File: src/rtl/tmds_decoder_align_if.sv
// TMDS receive channel bundle: deserializer word in, decoded symbol and
// alignment status out. The decoder sits on the slave side.
interface tmds_decoder_align_if;
    logic [9:0] data;
    logic       de;
    logic       c0;
    logic       c1;
    logic [7:0] d;
    logic       locked;
    logic       bitslip;
    logic [3:0] slip_cnt;

    modport master (
        output data,
        input  de, c0, c1, d, locked, bitslip, slip_cnt
    );

    modport slave (
        input  data,
        output de, c0, c1, d, locked, bitslip, slip_cnt
    );
endinterface

File: src/rtl/tmds_decoder_align.sv
// TMDS channel decoder with word-boundary alignment. Hunts for runs of
// control tokens, pulses bitslip to the deserializer after each fruitless
// search window, and once locked decodes words to DE/C0/C1/8-bit data.
module tmds_decoder_align #(
    parameter int LOCK_CNT      = 16,
    parameter int SEARCH_CYCLES = 2048,
    parameter int SLIP_WAIT     = 16,
    parameter int LOST_CYCLES   = 4096
) (
    input  logic                 clk_i,
    input  logic                 rst_ni,
    tmds_decoder_align_if.slave  bus
);

    localparam int RUN_W  = $clog2(LOCK_CNT + 1);
    localparam int WIN_W  = $clog2(SEARCH_CYCLES + 1);
    localparam int WAIT_W = $clog2(SLIP_WAIT + 1);
    localparam int GAP_W  = $clog2(LOST_CYCLES + 1);

    typedef enum logic [1:0] {
        ST_SEARCH = 2'd0,
        ST_SLIP   = 2'd1,
        ST_LOCKED = 2'd2
    } state_t;

    // Any of the four control tokens.
    function automatic logic token_hit(input logic [9:0] w);
        logic hit;
        case (w)
            10'b1101010100: hit = 1'b1;
            10'b0010101011: hit = 1'b1;
            10'b0101010100: hit = 1'b1;
            10'b1010101011: hit = 1'b1;
            default:        hit = 1'b0;
        endcase
        return hit;
    endfunction

    // Control bits {c1, c0} carried by a token; zero for non-tokens.
    function automatic logic [1:0] token_ctl(input logic [9:0] w);
        logic [1:0] ctl;
        case (w)
            10'b1101010100: ctl = 2'b00;
            10'b0010101011: ctl = 2'b01;
            10'b0101010100: ctl = 2'b10;
            10'b1010101011: ctl = 2'b11;
            default:        ctl = 2'b00;
        endcase
        return ctl;
    endfunction

    // Undo the conditional inversion, then the XOR/XNOR transition chain.
    function automatic logic [7:0] tmds_decode(input logic [9:0] w);
        logic [7:0] t;
        logic [7:0] dec;
        t      = w[9] ? ~w[7:0] : w[7:0];
        dec[0] = t[0];
        for (int i = 1; i < 8; i++) begin
            dec[i] = w[8] ? (t[i] ^ t[i-1]) : ~(t[i] ^ t[i-1]);
        end
        return dec;
    endfunction

    state_t              state_r;
    logic [RUN_W-1:0]    run_cnt_r;
    logic [WIN_W-1:0]    win_cnt_r;
    logic [WAIT_W-1:0]   wait_cnt_r;
    logic [GAP_W-1:0]    gap_cnt_r;
    logic [3:0]          slip_cnt_r;
    logic                bitslip_r;
    logic                locked_r;
    logic                de_r;
    logic                c0_r;
    logic                c1_r;
    logic [7:0]          d_r;

    logic                tok_s;
    logic [1:0]          ctl_s;
    logic [7:0]          dec_s;

    // Classify and decode the incoming word.
    always_comb begin
        tok_s = token_hit(bus.data);
        ctl_s = token_ctl(bus.data);
        dec_s = tmds_decode(bus.data);
    end

    // Alignment FSM with its counters and the gated, registered decode outputs.
    always_ff @(posedge clk_i or negedge rst_ni) begin
        if (!rst_ni) begin
            state_r    <= ST_SEARCH;
            run_cnt_r  <= '0;
            win_cnt_r  <= '0;
            wait_cnt_r <= '0;
            gap_cnt_r  <= '0;
            slip_cnt_r <= 4'd0;
            bitslip_r  <= 1'b0;
            locked_r   <= 1'b0;
            de_r       <= 1'b0;
            c0_r       <= 1'b0;
            c1_r       <= 1'b0;
            d_r        <= 8'd0;
        end else begin
            bitslip_r <= 1'b0;
            case (state_r)
                ST_SEARCH: begin
                    de_r <= 1'b0;
                    c0_r <= 1'b0;
                    c1_r <= 1'b0;
                    d_r  <= 8'd0;
                    // Lock takes priority over window expiry on the same cycle.
                    if (tok_s && (run_cnt_r == RUN_W'(LOCK_CNT - 1))) begin
                        state_r   <= ST_LOCKED;
                        locked_r  <= 1'b1;
                        run_cnt_r <= '0;
                        gap_cnt_r <= '0;
                        win_cnt_r <= '0;
                    end else if (win_cnt_r == WIN_W'(SEARCH_CYCLES - 1)) begin
                        state_r    <= ST_SLIP;
                        bitslip_r  <= 1'b1;
                        slip_cnt_r <= (slip_cnt_r == 4'd9) ? 4'd0 : slip_cnt_r + 4'd1;
                        win_cnt_r  <= '0;
                        run_cnt_r  <= '0;
                        wait_cnt_r <= '0;
                    end else begin
                        win_cnt_r <= win_cnt_r + WIN_W'(1);
                        run_cnt_r <= tok_s ? run_cnt_r + RUN_W'(1) : '0;
                    end
                end
                ST_SLIP: begin
                    de_r <= 1'b0;
                    c0_r <= 1'b0;
                    c1_r <= 1'b0;
                    d_r  <= 8'd0;
                    // Deserializer output is unreliable while it settles.
                    if (wait_cnt_r == WAIT_W'(SLIP_WAIT - 1)) begin
                        state_r    <= ST_SEARCH;
                        wait_cnt_r <= '0;
                        win_cnt_r  <= '0;
                        run_cnt_r  <= '0;
                    end else begin
                        wait_cnt_r <= wait_cnt_r + WAIT_W'(1);
                    end
                end
                ST_LOCKED: begin
                    if (tok_s) begin
                        de_r      <= 1'b0;
                        c0_r      <= ctl_s[0];
                        c1_r      <= ctl_s[1];
                        d_r       <= 8'd0;
                        gap_cnt_r <= '0;
                    end else begin
                        // Sync bits keep their last token value through video.
                        de_r <= 1'b1;
                        d_r  <= dec_s;
                        if (gap_cnt_r == GAP_W'(LOST_CYCLES - 1)) begin
                            state_r   <= ST_SEARCH;
                            locked_r  <= 1'b0;
                            gap_cnt_r <= '0;
                            win_cnt_r <= '0;
                            run_cnt_r <= '0;
                        end else begin
                            gap_cnt_r <= gap_cnt_r + GAP_W'(1);
                        end
                    end
                end
                default: begin
                    state_r    <= ST_SEARCH;
                    run_cnt_r  <= '0;
                    win_cnt_r  <= '0;
                    wait_cnt_r <= '0;
                    gap_cnt_r  <= '0;
                    locked_r   <= 1'b0;
                    de_r       <= 1'b0;
                    c0_r       <= 1'b0;
                    c1_r       <= 1'b0;
                    d_r        <= 8'd0;
                end
            endcase
        end
    end

    assign bus.de       = de_r;
    assign bus.c0       = c0_r;
    assign bus.c1       = c1_r;
    assign bus.d        = d_r;
    assign bus.locked   = locked_r;
    assign bus.bitslip  = bitslip_r;
    assign bus.slip_cnt = slip_cnt_r;

endmodule

File: src/flat_wrapper.sv
// flat-port wrapper written by rule: the top's interface ports become plain ports
module tmds_decoder_align_flat 
#(
    parameter int LOCK_CNT      = 16,
    parameter int SEARCH_CYCLES = 2048,
    parameter int SLIP_WAIT     = 16,
    parameter int LOST_CYCLES   = 4096
)
  (clk_i, rst_ni, bus_data, bus_de, bus_c0, bus_c1, bus_d, bus_locked, bus_bitslip, bus_slip_cnt);
  tmds_decoder_align_if bus_i ();
  input  logic clk_i;
  input  logic rst_ni;
  input wire logic [$bits(bus_i.data)-1:0] bus_data;
  output wire logic [$bits(bus_i.de)-1:0] bus_de;
  output wire logic [$bits(bus_i.c0)-1:0] bus_c0;
  output wire logic [$bits(bus_i.c1)-1:0] bus_c1;
  output wire logic [$bits(bus_i.d)-1:0] bus_d;
  output wire logic [$bits(bus_i.locked)-1:0] bus_locked;
  output wire logic [$bits(bus_i.bitslip)-1:0] bus_bitslip;
  output wire logic [$bits(bus_i.slip_cnt)-1:0] bus_slip_cnt;
  assign bus_i.data = bus_data;
  assign bus_de = bus_i.de;
  assign bus_c0 = bus_i.c0;
  assign bus_c1 = bus_i.c1;
  assign bus_d = bus_i.d;
  assign bus_locked = bus_i.locked;
  assign bus_bitslip = bus_i.bitslip;
  assign bus_slip_cnt = bus_i.slip_cnt;
  tmds_decoder_align #(.LOCK_CNT(LOCK_CNT), .SEARCH_CYCLES(SEARCH_CYCLES), .SLIP_WAIT(SLIP_WAIT), .LOST_CYCLES(LOST_CYCLES)) u_core (.clk_i(clk_i), .rst_ni(rst_ni), .bus(bus_i));
endmodule
File: config.mk
export PLATFORM = sky130hd
export DESIGN_NAME = tmds_decoder_align_flat
export DESIGN_NICKNAME = d
export VERILOG_FILES = /design/src/rtl/tmds_decoder_align_if.sv /design/src/rtl/tmds_decoder_align.sv /design/src/flat_wrapper.sv
export SDC_FILE = /design/constraint.sdc
export NUM_CORES = 1
export LEC_CHECK = 0
export ABC_AREA = 1
export BUFFER_PORTS_ARGS = -buffer_cell sky130_fd_sc_hd__clkbuf_2
export CORE_MARGIN = 5
export CORE_UTILIZATION = 52
export CTS_BUF_LIST = sky130_fd_sc_hd__clkbuf_4 sky130_fd_sc_hd__clkbuf_8
export DETAILED_ROUTE_END_ITERATION = 7
export HOLD_SLACK_MARGIN = 0.02
export PLACE_DENSITY_LB_ADDON = 0.05
export SLEW_MARGIN = 20
export SYNTH_ARGS = -nofsm -noshare
export SYNTH_HDL_FRONTEND = slang
export SYNTH_SLANG_ARGS = --single-unit
File: constraint.sdc
create_clock -name clk_i -period 1.9 [get_ports clk_i]
set_input_delay 0.38 -clock clk_i [delete_from_list [all_inputs] [get_ports clk_i]]
set_output_delay 0.38 -clock clk_i [all_outputs]
set_load 0.03 [all_outputs]
==> impl_metrics.toml, run 1 <==
[status]
status = "finished, final reports clean"

[critical_path]
path_cells = "ha_1, and3_1, ha_1, nand2_4, nand2_8, nand2_4, nand2_1, o21ai_0"
cpPeakStageDelay_ns = 0.42
worstSetupStartpointType = "flop"
critPathKind = "flop to flop"
worstPathArrival_ns = 1.95
cp_max_fo = 12
worstPathRequired_ns = 2.12
cp_top_family = "simple AND/OR/NAND/NOR gates"
crit_path_top_delay_cell = "dfrtp_1"
worst-path-buf-inv = 0
setup.worst_path.end_class = "flop"

[place]
port_buffers = 28
placed_cells_incl_taps = 524
place.gp.congestion = 0.805
dpl.hpwl_mm = 4.64

[pwr]
power.density_nw_per_um2 = 544
ir_drop_mv = 0.290
power.leakage_nw = 1.88

[yosys]
synth_compound_area_frac = 0.0432
synth_area_um2 = 3240
syn_area_per_cell_um2 = 7.66
yosysSeqAreaShare = 0.417
synth_nets = 440
synthAdderAreaFrac = 0.0193
ys_warn_count = 0
synth_xor_area_frac = 0.0703
yosys_register_bits = 54
synth_area_leaders = "dfrtp_1, nand2_1, nand3_1, nor2_1, xor2_1"
synth_top_area_cell = "dfrtp_1"
synth_ff_type = "dfrtp_1"
synth_edf_count = 0
synth_most_common_cell = "nand2_1"
syn-instance-count = 423
synthTopCellsByCount = "nand2_1, dfrtp_1, nor2_1, nand3_1, inv_1"
async_flop_share = 1.00
yosysUniqueCellTypes = 34
synth.area.mux_share = 0
synth_top_family_by_area = "simple AND/OR/NAND/NOR gates"
synthSimpleGateAreaFrac = 0.383
synth_top_area_share = 0.417

[clock_tree]
cts_resized = 0
clk-insertion-delay-late_ns = 0.31
cts_tree = "built"
cts.clk_slew.worst_paths_ns = 0.11
cts_hold_buf = 0
cts_sinks = 54
cts_buffer_depth = 2
root_buffer = "clkbuf_8"
cts_setup_buffers = 0
htree_num_levels = 2
cts_buffers = 5

[sta]
final.setup.tns_ns = 0
fmax_ghz = 0.580
drv_slew = 0
period_minus_slack_ns = 1.72
finClkSkew_ns = 0.0114
rsz0062_at_grt = "false"
hold_viol = 0
relSlewSlack = 0.723
tightestPinTransition_ns = 0.415
setup_violations = 0
fin_crit_sh = 0.907

[floorplanning]
ios = 29
die_h_um = 88.9
die-area_um2 = 7910
num_rows = 28
core_area_um2 = 5990
die_x_um = 88.9
initial_core_util = 0.541

[global_route]
track_usage = 0.186
gr-total-overflow = 0
antenna_found_initial = 0
grt_max_degree = 55
grt_pass1_wl_mm = 11.7
grt_pass1_vias = 2601

[cells_and_area]
utilization = 0.595
fin_cells = 532
n_antenna_cell = 0
drive_above_1_share = 0.164
layout.nets = 473
area_growth_pct = 9.92

[detailed_routing]
drt_first_iter_violations = 118
dr.pass1.iters = 4
ant_nets = 0
via_per_inst = 5.00
wire_per_inst_um = 11.9
wl_mm = 6.34
drc = 0
vias = 2659

[worst_hold_path]
hold_path_class = "input pin to asynchronous set/reset pin"

[job]
drv_cap = 0
[metrics by stage]
| step | cell area, µm² | hold WS [ns] | total power (W) | setup WS, ns |
|---|---|---|---|---|
| 4_1_cts | 3560 | 0.0634 | 0.00196 | 0.171 |
| 3_3_place_gp | 3470 | 0.407 | 0.00128 | 0.227 |
| 2_1_floorplan | 3240 | 0.0844 | 0.00123 | 0.329 |
| 6_report | 3560 | 0.0347 | 0.00194 | 0.177 |
| 3_5_place_dp | 3470 | 0.407 | 0.00128 | 0.203 |
| 5_1_grt | 3560 | 0.0701 | 0.00202 | 0.0132 |
[logic make-up (layout without fill, tap and decap cells)]
family	count (synthesis)	after routing
AO/OA/AOI/OAI	25	25
XOR/XNOR	26	26
adder cells (fa/ha/maj)	5	5
buffers and inverters	51	85
flip-flops	54	54
AND/OR/NAND/NOR	262	262
[worst register-to-register path: stages (launching register included)]
cell and delay [ns]:
dfrtp_1 0.42, ha_1 0.24, and3_1 0.20, ha_1 0.26, nand2_4 0.14, nand2_8 0.08, nand2_4 0.14, nand2_1 0.07
o21ai_0 0.08
[state kept, by name, summed over array words and instances (netlist names)]
| signal | count |
|---|---|
| u_core.run_cnt_r | 5 |
| u_core.bus.d | 8 |
| u_core.wait_cnt_r | 5 |
| u_core.gap_cnt_r | 13 |
| u_core.bus.de | 1 |
| u_core.bus.bitslip | 1 |
| u_core.state_r | 2 |
| u_core.win_cnt_r | 12 |
| u_core.bus.slip_cnt | 4 |
| u_core.bus.c0 | 1 |
| u_core.bus.c1 | 1 |
| u_core.bus.locked | 1 |
[cells in the final DEF (no fill, tap or decap), types with 7 or more instances in the layout]
cell type	Yosys	routed
nand2_1	119	119
nor2_1	54	54
dfrtp_1	54	54
nand3_1	43	43
inv_1	41	41
clkbuf_2	0	28
xor2_1	21	21
o21ai_0	15	15
nand4_1	11	11
nor2_2	7	7
[final timing paths]
path / endpoint / cells past startpoint / slack [ns] / startpoint
worst max-delay path: u_core.gap_cnt_r[1]$_DFFE_PN0P_ / 8 / 0.18 / u_core.run_cnt_r[0]$_DFFE_PN0P_
worst min-delay path: u_core.gap_cnt_r[7]$_DFFE_PN0P_ / 2 / 0.03 / rst_ni
worst max register to register: u_core.gap_cnt_r[1]$_DFFE_PN0P_ / 8 / 0.18 / u_core.run_cnt_r[0]$_DFFE_PN0P_
worst min register to register: u_core.run_cnt_r[4]$_DFFE_PN0P_ / 2 / 0.51 / u_core.run_cnt_r[4]$_DFFE_PN0P_
max in group asynchronous: u_core.gap_cnt_r[12]$_DFFE_PN0P_ / 2 / 1.59 / rst_ni
min in group clk_i: u_core.bus.d[6]$_DFF_PN0_ / 3 / 0.38 / bus_data[6]
[cell type report]
type,instances,area (µm²)
clock inverters,3,25.0
fillers,577,2430
flip-flops and latches,54,1350
clock buffers,5,68.8
multi-input cells,318,1670
well taps,75,93.8
inverters,45,169
repair buffers,32,183
[power breakdown]
group | internal, W | total, W | switching, W | leakage [nW]
Clock | 0.000267 | 0.000681 | 0.000414 | 0.0447
Sequential | 0.00115 | 0.00115 | 0.0000000793 | 0.735
Combinational | 0.0000339 | 0.000107 | 0.0000729 | 1.10
Total | 0.00145 | 0.00194 | 0.000487 | 1.88
[layer usage]
| metal | track usage | vias up | part of all wire | routed length (µm) |
|---|---|---|---|---|
| met3 | 0.0286 | 6 | 0.026 | 164 |
| li1 | - | 1405 | - | - |
| met1 | 0.261 | 1219 | 0.50 | 3190 |
| met2 | 0.304 | 29 | 0.46 | 2920 |
| met4 | 0.0460 | 0 | 0.011 | 70 |
| met5 | 0 | - | 0 | 0 |
Note: power is estimated with default switching activity, not from simulation.
==> run 2, diff against run 1 <==
--- a/config.mk
+++ b/config.mk
@@ -7,12 +7,12 @@
 export LEC_CHECK = 0
 export ABC_AREA = 1
 export BUFFER_PORTS_ARGS = -buffer_cell sky130_fd_sc_hd__clkbuf_2
-export CORE_MARGIN = 5
 export CORE_UTILIZATION = 52
 export CTS_BUF_LIST = sky130_fd_sc_hd__clkbuf_4 sky130_fd_sc_hd__clkbuf_8
 export DETAILED_ROUTE_END_ITERATION = 7
 export HOLD_SLACK_MARGIN = 0.02
 export PLACE_DENSITY_LB_ADDON = 0.05
+export RECOVER_POWER = 50
 export SLEW_MARGIN = 20
 export SYNTH_ARGS = -nofsm -noshare
 export SYNTH_HDL_FRONTEND = slang
==> impl_metrics.toml, run 2 (synthesis gave the netlist of run 1 again) <==
[cells_and_area]
area_growth_pct = 9.65
n_antenna_cell = 0
fin_cells = 532
layout_common_cells = "nand2_1, nor2_1, dfrtp_1, nand3_1, inv_1"
drive_above_1_share = 0.151
final_common_cell = "nand2_1"
utilization = 0.597
top_register = "u_core.gap_cnt_r"
largest_reg_flops = 13
fill_cells = 552
layout.nets = 473

[clock_tree]
cts_buffers = 5
cts_setup_buffers = 0
cts.clk_slew.worst_paths_ns = 0.10
htree_num_levels = 2
root_buffer = "clkbuf_8"
clk-insertion-delay-late_ns = 0.31
cts_buffer_depth = 2
cts_tree = "built"
cts_hold_buf = 0
cts_sinks = 54
cts_resized = 0

[sta]
setup_violations = 0
drv_slew = 0
finClkSkew_ns = 0.00766
final.setup.tns_ns = 0
tightestPinTransition_ns = 1.34
period_minus_slack_ns = 1.73
hold_viol = 0
fin_crit_sh = 0.910
fmax_ghz = 0.579
relSlewSlack = 0.109
rsz0062_at_grt = "false"

[critical_path]
worstPathArrival_ns = 1.95
worstPathRequired_ns = 2.12
crit_start = "u_core.run_cnt_r[0]$_DFFE_PN0P_"
rr_worst_depth = 8
cp_max_fo = 12
setup.worst_path.end_class = "flop"
rrSetupSlack_ns = 0.17
critPathKind = "flop to flop"
worstSetupStartpointType = "flop"
timing.rr.start = "u_core.run_cnt_r[0]$_DFFE_PN0P_"
critical_path.reg2reg.endpoint = "u_core.gap_cnt_r[0]$_DFFE_PN0P_"
cp-endpoint = "u_core.gap_cnt_r[0]$_DFFE_PN0P_"

[detailed_routing]
wl_met1_mm = 3.16
ant_nets = 0
wl_met3_um = 213
via_per_inst = 5.07
highest_layer = "met4"
drt_first_iter_violations = 118
vias = 2697
wl_met2_mm = 2.96
wire_per_inst_um = 12.0
drc = 0
wl_mm = 6.37
dr.pass1.iters = 5

[global_route]
grt_pass1_wl_mm = 10.9
grt_max_degree = 55
track_usage = 0.214
gr-total-overflow = 0
grt_pass1_vias = 2504
antenna_found_initial = 0

[floorplanning]
ios = 29
die_h_um = 80.9
num_rows = 28
die-area_um2 = 6550
initial_core_util = 0.544
core_area_um2 = 5960
die_x_um = 80.9

[place]
dpl.hpwl_mm = 4.53
placed_cells_incl_taps = 524
place.gp.congestion = 0.867
port_buffers = 28

[pwr]
ir_drop_mv = 0.308
power.leakage_nw = 1.86
power.density_nw_per_um2 = 575
finalPower_w = 0.00204

[job]
drv_cap = 0

[status]
status = "finished, final reports clean"

[worst_hold_path]
hold_path_class = "input pin to flop"
-- run 2: per-stage QoR --
step                      setup slack, ns  hold slack (ns)  instance area (µm²)
after floorplan                     0.329           0.0844                 3240
after global placement              0.242            0.408                 3470
after global routing               0.0286            0.403                 3550
after detailed placement            0.178            0.407                 3470
after CTS                           0.154           0.0648                 3580
final                               0.172            0.384                 3550
-- run 2: where the power goes --
part           total (W)  internal, W  switching, W
clock           0.000795     0.000393      0.000402
combinational   0.000101    0.0000302     0.0000707
sequential       0.00115      0.00115  0.0000000754
total            0.00204      0.00157      0.000473
-- run 2: worst max-delay path, cell delays in order (launching register included) --
cell	delay, ns
dfrtp_1	0.42
ha_1	0.23
and3_1	0.20
ha_1	0.27
nand2_4	0.14
nand2_8	0.08
nand2_4	0.14
nand2_1	0.07
o21ai_0	0.08
-- run 2: routing by layer --
metal / global-route usage / vias to the layer above
li1: - / 1403
met1: 0.288 / 1233
met2: 0.354 / 55
met3: 0.0416 / 6
met4: 0.0500 / 0
met5: 0 / -
-- run 2: worst min-delay path by stage --
stage	startpoint	endpoint	depth (start not counted)	slack, ns
after global routing	bus_data[9]	u_core.bus.d[0]$_DFF_PN0_	3	0.40
after global placement	rst_ni	u_core.gap_cnt_r[5]$_DFFE_PN0P_	2	0.41
final	bus_data[6]	u_core.bus.d[6]$_DFF_PN0_	3	0.38
after floorplan	rst_ni	u_core.bus.bitslip$_DFF_PN0_	0	0.08
after CTS	rst_ni	u_core.gap_cnt_r[9]$_DFFE_PN0P_	2	0.06
after detailed placement	rst_ni	u_core.gap_cnt_r[5]$_DFFE_PN0P_	2	0.41
-- run 2: area by class of cell --
type / count / area, µm² / share of cell area
Timing Repair Buffer: 32 / 161 / 0.0454
Inverter: 45 / 169 / 0.0475
Tap cell: 75 / 93.8 / 0.0264
Multi-Input combinational cell: 318 / 1660 / 0.468
Sequential cell: 54 / 1350 / 0.380
Clock inverter: 3 / 45.0 / 0.0127
Clock buffer: 5 / 68.8 / 0.0194
